## src/rtl/lfsr_pkg.sv

```systemverilog
// Shared constants and types for the programmable-tap Fibonacci LFSR.
package lfsr_pkg;

    localparam int unsigned LFSR_WIDTH_DEFAULT = 5;

    // x^5 + x^2 + 1, maximal length (period 31) for a 5-bit register
    localparam logic [4:0] TAPS_W5_MAX = 5'b10100;

    typedef enum logic [1:0] {
        OP_HOLD = 2'd0,
        OP_STEP = 2'd1,
        OP_LOAD = 2'd2
    } lfsr_op_e;

    // rst and reinit both reload the seed; either outranks a step
    function automatic lfsr_op_e lfsr_select_op(input logic rst, input logic reinit,
                                                input logic advance);
        lfsr_op_e op;
        op = OP_HOLD;
        if (rst || reinit) begin
            op = OP_LOAD;
        end else if (advance) begin
            op = OP_STEP;
        end
        return op;
    endfunction

endpackage

```

## src/rtl/lfsr_feedback.sv

```systemverilog
// Feedback bit: XOR parity of the register bits selected by the tap mask.
module lfsr_feedback
    import lfsr_pkg::*;
#(
    parameter int unsigned WIDTH = LFSR_WIDTH_DEFAULT
) (
    input  logic [WIDTH-1:0] state,
    input  logic [WIDTH-1:0] taps,
    output logic             fb_c
);

    always_comb begin
        fb_c = ^(state & taps);
    end

endmodule

```

## src/rtl/lfsr.sv

```systemverilog
// Fibonacci LFSR with run-time tap mask and seed; shifts left, parity enters at bit 0.
module lfsr
    import lfsr_pkg::*;
#(
    parameter int unsigned WIDTH = LFSR_WIDTH_DEFAULT
) (
    input  logic             clk,
    input  logic             rst,
    input  logic             reinit,
    input  logic             advance,
    input  logic [WIDTH-1:0] initial_state,
    input  logic [WIDTH-1:0] taps,
    output logic             out,
    output logic [WIDTH-1:0] out_state
);

    logic [WIDTH-1:0] state_q;
    logic [WIDTH-1:0] state_d;
    logic             fb_c;
    lfsr_op_e         op_c;

    lfsr_feedback #(
        .WIDTH (WIDTH)
    ) u_feedback (
        .state (state_q),
        .taps  (taps),
        .fb_c  (fb_c)
    );

    // Seed is only consulted on a load, so an X seed never reaches the register otherwise
    always_comb begin
        state_d = state_q;
        op_c    = lfsr_select_op(rst, reinit, advance);
        case (op_c)
            OP_LOAD: state_d = initial_state;
            OP_STEP: state_d = {state_q[WIDTH-2:0], fb_c};
            default: state_d = state_q;
        endcase
    end

    always_ff @(posedge clk) begin
        if (rst) begin
            state_q <= initial_state;
        end else begin
            state_q <= state_d;
        end
    end

    assign out       = state_q[0];
    assign out_state = state_q;

endmodule

```

## config.mk

```make
export PLATFORM = sky130hd
export DESIGN_NAME = lfsr
export DESIGN_NICKNAME = d
export VERILOG_FILES = /design/src/rtl/lfsr_pkg.sv /design/src/rtl/lfsr_feedback.sv /design/src/rtl/lfsr.sv
export SDC_FILE = /design/constraint.sdc
export NUM_CORES = 1
export LEC_CHECK = 0
export CAP_MARGIN = 15
export CORE_AREA = 2 2 39 41
export CTS_BUF_LIST = sky130_fd_sc_hd__clkbuf_4 sky130_fd_sc_hd__clkbuf_8
export DETAILED_ROUTE_END_ITERATION = 8
export DIE_AREA = 0 0 41 43
export DONT_BUFFER_PORTS = 1
export PLACE_DENSITY_LB_ADDON = 0.25
export SLEW_MARGIN = 20
export SYNTH_ARGS = -nofsm -noshare
export SYNTH_HDL_FRONTEND = slang
export SYNTH_SLANG_ARGS = --single-unit
```

## constraint.sdc

```tcl
create_clock -name clk -period 1.5 [get_ports clk]
set_input_delay 0.15 -clock clk [delete_from_list [all_inputs] [get_ports clk]]
set_output_delay 0.15 -clock clk [all_outputs]
set_load 0.05 [all_outputs]
```

==> metrics.cfg, run 1 <==
[outcome]
status=finished with violations
violations=setup timing

[worst_setup_path]
critPathMaxStageDelay_ns=0.66
crit_type=flop to flop
r2r_start=out_state[1]
arrival_ns=1.58
cp_common_cell=xnor2_1
crit_path_top_delay_cell=edfxtp_1
cp-start-kind=flop
path_cells=nand2_1 -> xnor2_1 -> xnor2_1 -> mux2_4
path_max_fanout=3
r2r_slack_ns=-0.09
rr_endpoint=out_state[0]
rr_worst_depth=4
end_kind=flop
required_ns=1.49

[floorplan]
dieHeight_um=43
die_area_mm2=0.001763
core.rowCount=14
die_w_um=41
core_area_mm2=0.001384
start_util_pct=21.34
top_level_ports=20

[layout]
finalCoreUtilization_pct=27.12
antenna_cells=0
largest_reg_flops=5
final_nets=44
syn2layout_area_growth_pct=27.12
layout-drive-gt1-share_pct=51.72
design_area_um2=375.4
fillers=159

[worst_hold_path]
min_path_type=input pin to flop
hold_path_end=out_state[0]
min_path_cells=1
hold_start=initial_state[0]

[detailed_routing]
drtAntennaViolNets=0
routed_wl_um=575
vias=188
drc=0
wl_met1_um=196
met3_wirelength_um=63
dr.pass1.iters=1
avgViaCountPerCell=4.178
initialDrtViolationCount=0
wl_met2_um=306
highest_layer=met4
wire_per_inst_um=12.78

[clocking]
insertion_delay_ns=0.24
cts.sinks=5
cts_max_path_buffers=2
root_buffer=clkbuf_4
clk_pin_slew_ns=0.04
cts_setup_buffers=0
htree_levels=1
cts_buffers=3
cts_tree=built
cts.repair.resized=0
hold_buffers=0

[yosys]
yosysWarnings=0
synth_common_cells=edfxtp_1 (5), nand2_1 (5), mux2_2 (4)
synth_compound_area_share_pct=0
synth_top_family_by_area=multiplexers
synth_seq_cells=5
synth_fp_nets=35
synth_xor_area_share_pct=13.56
ys_seq_area_share_pct=50.85
synthSimpleGateAreaFrac_pct=12.71
synth-adder-area-share_pct=0
synth_cell_types=9
synth.avg_cell_area_um2=14.06
syn_area_um2=295.3
ys.flop_type=edfxtp_1
synth_top_area_share_pct=50.85
syn_inst=21
synth_edf_count=5
synth_area_leader_cell=edfxtp_1
synthMuxAreaShare_pct=20.34
synth.area.top_cells=edfxtp_1 (51%), mux2_2 (15%), xnor3_1 (7.6%)
async_flop_share_pct=0

[global_routing]
grt_pass1_wl_um=890
grt_overflow_total=0
grt_max_degree=6
grt_pass1_vias=222
antenna_found_initial=0
globalRouteTotalUtil_pct=8.207

[sta]
maxSlewViolCount=0
rsz0062_at_grt=true
max_freq_mhz=629.9
setup_viol=1
finClkSkew_ns=0.001081
tightest_slew_ns=0.5122
slew-limit-headroom_pct=65.85
setup_ws_ns=-0.08743
hold_violations=0
final.min_clock_period_ns=1.587
min_period_over_period_pct=105.8

[power_and_ir_drop]
p_sw_share_pct=29.70
combPwrFrac_pct=25.1
leakagePower_uw=0.0001543
pwr_density_cell_mw_per_mm2=1274
vdd_drop_max_mv=0.4414
pwr-share-seq_pct=38.9
switching_power_uw=142.0
internal-power_uw=336.1
power.share.clock_pct=36.0

[placement]
place_hpwl_um=497.2
finalWeightedCongestion=0.6046
placedInstanceArea_um2=345.3
io_buffers=0

[job]
maxCapViolations=0

critical path: cells and delay by family, from the launching register on:
| family | cells | cell delay (ns) |
|---|---|---|
| simple gates | 1 | 0.13 |
| xor+xnor | 2 | 0.28 |
| flops | 1 | 0.66 |
| mux | 1 | 0.25 |
routing by layer:
metal / track usage (%) / up-vias
li1: - / 91
met1: 7.947 / 85
met2: 11.25 / 10
met3: 3.141 / 2
met4: 10.00 / 0
met5: 0 / -
power groups by stage:
stage | clock (uW) | combinational, uW | sequential [uW]
2_1_floorplan | 0 | 60.8 | 226
3_3_place_gp | 0 | 120 | 189
3_5_place_dp | 0 | 122 | 188
4_1_cts | 182 | 122 | 186
5_1_grt | 193 | 126 | 187
6_report | 172 | 120 | 186
area by class of cell:
class	count	area (um2)	share of cell area (%)
Sequential cell	5	150.1	40.00
Tap cell	16	20.02	5.333
Timing Repair Buffer	5	37.54	10.00
Multi-Input combinational cell	15	137.6	36.67
Clock buffer	4	30.03	8.000
cell families (layout without fill, tap and decap cells):
logic type / Yosys count / in the layout
mux: 5 / 5
simple gates: 7 / 7
flops: 5 / 5
xor+xnor: 3 / 3
buf+inv: 1 / 9
placed cells by master (no fill, tap or decap):
master    n
nand2_1   5
edfxtp_1  5
buf_4     5
mux2_2    4
clkbuf_4  4
xnor2_1   2
nor3b_2   1
xnor3_1   1
mux2_4    1
or3_1     1
stage by stage:
stage	cells	worst slack, ns	setup TNS [ns]	hold WS [ns]	total power, uW
5_1_grt	45	-0.1424	-0.1424	0.1130	506.3
3_5_place_dp	41	-0.09579	-0.09579	0.3743	310.0
4_1_cts	45	-0.1046	-0.1046	0.1206	489.7
2_1_floorplan	21	-0.2462	-0.2462	0.3680	286.9
3_3_place_gp	41	-0.08187	-0.08187	0.3733	309.0
6_report	45	-0.08743	-0.08743	0.1307	478.1
worst max path at each step:
stage	startpoint	slack, ns	to
6_report	out_state[1]	-0.09	out_state[0]
5_1_grt	out_state[1]	-0.14	out_state[0]
4_1_cts	out_state[1]	-0.10	out_state[0]
3_5_place_dp	out_state[1]	-0.1	out_state[0]
3_3_place_gp	out_state[1]	-0.08	out_state[0]
2_1_floorplan	out_state[2]	-0.25	out_state[0]
(Power assumes the default switching activity.)
==> run 2: changes to the inputs <==
- PLACE_DENSITY: not set -> 0.36
- PLACE_DENSITY_LB_ADDON: 0.25 -> not set
- SYNTH_HIERARCHICAL: not set -> 1
==> metrics.cfg, run 2 <==
[yosys]
syn_area_um2=299.0
synth.area.top_cells=edfxtp_1 (50%), mux2_2 (19%), xnor3_1 (7.5%)
synth_top_area_share_pct=50.21
synth-adder-area-share_pct=0
synth_area_leader_cell=edfxtp_1
synth_cell_types=8
synth_top_family_by_area=multiplexers
synth_xor_area_share_pct=13.39
ys_seq_area_share_pct=50.21
syn_inst=21
synth_compound_area_share_pct=0
synthMuxAreaShare_pct=18.83
synth.avg_cell_area_um2=14.24
async_flop_share_pct=0
synth_seq_cells=5
synth_common_cells=edfxtp_1 (5), mux2_2 (5), nand2_1 (5)
yosysWarnings=6
synth_fp_nets=35
synthSimpleGateAreaFrac_pct=15.06
synth_edf_count=5
ys.flop_type=edfxtp_1

[layout]
antenna_cells=0
fillers=156
design_area_um2=379.1
final_cell_mix=mux2_2 (5), edfxtp_1 (5), buf_4 (5), nand2_1 (5), clkbuf_4 (4)
multi_input_area_um2=141.4
fin_cells=45
seqCellArea_um2=150.1
layout-drive-gt1-share_pct=55.17
final_nets=44
largest_reg_flops=5
syn2layout_area_growth_pct=26.78

[power_and_ir_drop]
power.share.clock_pct=36.3
p_sw_share_pct=29.62
internal-power_uw=336.3
switching_power_uw=141.5
vdd_drop_max_mv=0.4445
leakagePower_uw=0.0001540
pwr_density_cell_mw_per_mm2=1260
pwr-share-seq_pct=36.8
combPwrFrac_pct=26.8

[clocking]
cts_buffers=3
cts.sinks=5
root_buffer=clkbuf_4
cts_tree=built
insertion_delay_ns=0.24
cts_max_path_buffers=2
htree_levels=1
cts_setup_buffers=0
cts.repair.resized=0
clk_pin_slew_ns=0.05

[sta]
hold-worst-slack_ns=0.1310
max_freq_mhz=674.9
slew-limit-headroom_pct=79.07
setup_tns_ns=0
maxSlewViolCount=0
setup_viol=0
finClkSkew_ns=0.001666
rsz0062_at_grt=true
tightest_slew_ns=0.3136
hold_violations=0
setup_ws_ns=0.01834
min_period_over_period_pct=98.78
final.min_clock_period_ns=1.482

[detailed_routing]
vias=188
avgViaCountPerCell=4.178
drc=0
routed_wl_um=560
drtAntennaViolNets=0
wire_per_inst_um=12.44
initialDrtViolationCount=0
dr.pass1.iters=1

[worst_setup_path]
crit_family=XOR/XNOR gates
cp-start-kind=flop
end_kind=flop
path_max_fanout=2
crit_path_top_delay_cell=xnor3_1
path_cells=nand2_1 -> xnor3_1 -> xnor2_1 -> mux2_2
path_buf_inv=0
crit_type=flop to flop
arrival_ns=1.47
required_ns=1.49
critPathMaxStageDelay_ns=0.39

[placement]
preCtsSetupSlack_ns=-0.0003644
io_buffers=0
placedInstanceArea_um2=349.1
finalWeightedCongestion=0.5808
placed_cells=41

[global_routing]
grt_max_degree=6
top_usage_layer=met2
met1_usage_pct=6.601
grt_use_met3_pct=6.806
grt_overflow_total=0
grt_pass1_wl_um=765
globalRouteTotalUtil_pct=7.186
antenna_found_initial=0
grtUsageMet2_pct=10.94
grt_pass1_vias=206

[job]
maxCapViolations=0

[worst_hold_path]
min_path_type=input pin to flop

[floorplan]
top_level_ports=20
core_area_mm2=0.001384
core.rowCount=14
die_area_mm2=0.001763
start_util_pct=21.61
die_w_um=41
dieHeight_um=43

[outcome]
status=finished, final reports clean

[run 2: per-stage QoR]
step	util, %	power, uW
after floorplan	-	285.7
after global placement	25.23	306.4
after detailed placement	25.23	308.6
after CTS	27.40	488.5
after global routing	27.40	505.4
final	27.40	477.9
[run 2: what timing repair did]
item,CTS,global route
pin swaps,1,0
hold endpoints to repair,0,0
endpoints found under the setup margin,1,1
hold buffers,0,0
[run 2: metal layers]
layer | vias up | part of all wire (%)
met5 | - | 0
met4 | 0 | 0
met3 | 0 | 13
met2 | 12 | 52
met1 | 84 | 34
li1 | 92 | -
[run 2: cell type report]
| class | instances | share of cell area [%] |
|---|---|---|
| sequential | 5 | 39.60 |
| clock buffer | 4 | 7.921 |
| timing repair buffer | 5 | 9.901 |
| tap | 16 | 5.281 |
| multi-input combinational | 15 | 37.29 |
[run 2: worst paths after layout]
check,start,endpoint,cells past startpoint,slack (ns)
max reg2reg,out_state[0],out_state[0],4,0.02
max,out_state[0],out_state[0],4,0.02
min reg2reg,out_state[2],out_state[3],2,0.82
min,initial_state[2],out_state[2],1,0.13
[run 2: worst reg2reg max path, stage by stage (launching register included)]
cell and delay, ns:
edfxtp_1 0.38, nand2_1 0.08, xnor3_1 0.39, xnor2_1 0.13, mux2_2 0.25
[run 2: power by group through the flow]
stage	Combinational [uW]	Clock (uW)	Sequential, uW
after global routing	134	194	178
after global placement	128	0	178
after detailed placement	130	0	179
final	128	174	176
after CTS	130	182	176
after floorplan	59.7	0	226
[run 2: cells by family (layout without fill, tap and decap cells)]
logic type / after synthesis / after routing
mux: 5 / 5
flops: 5 / 5
simple gates: 7 / 7
xor+xnor: 3 / 3
buf+inv: 1 / 9
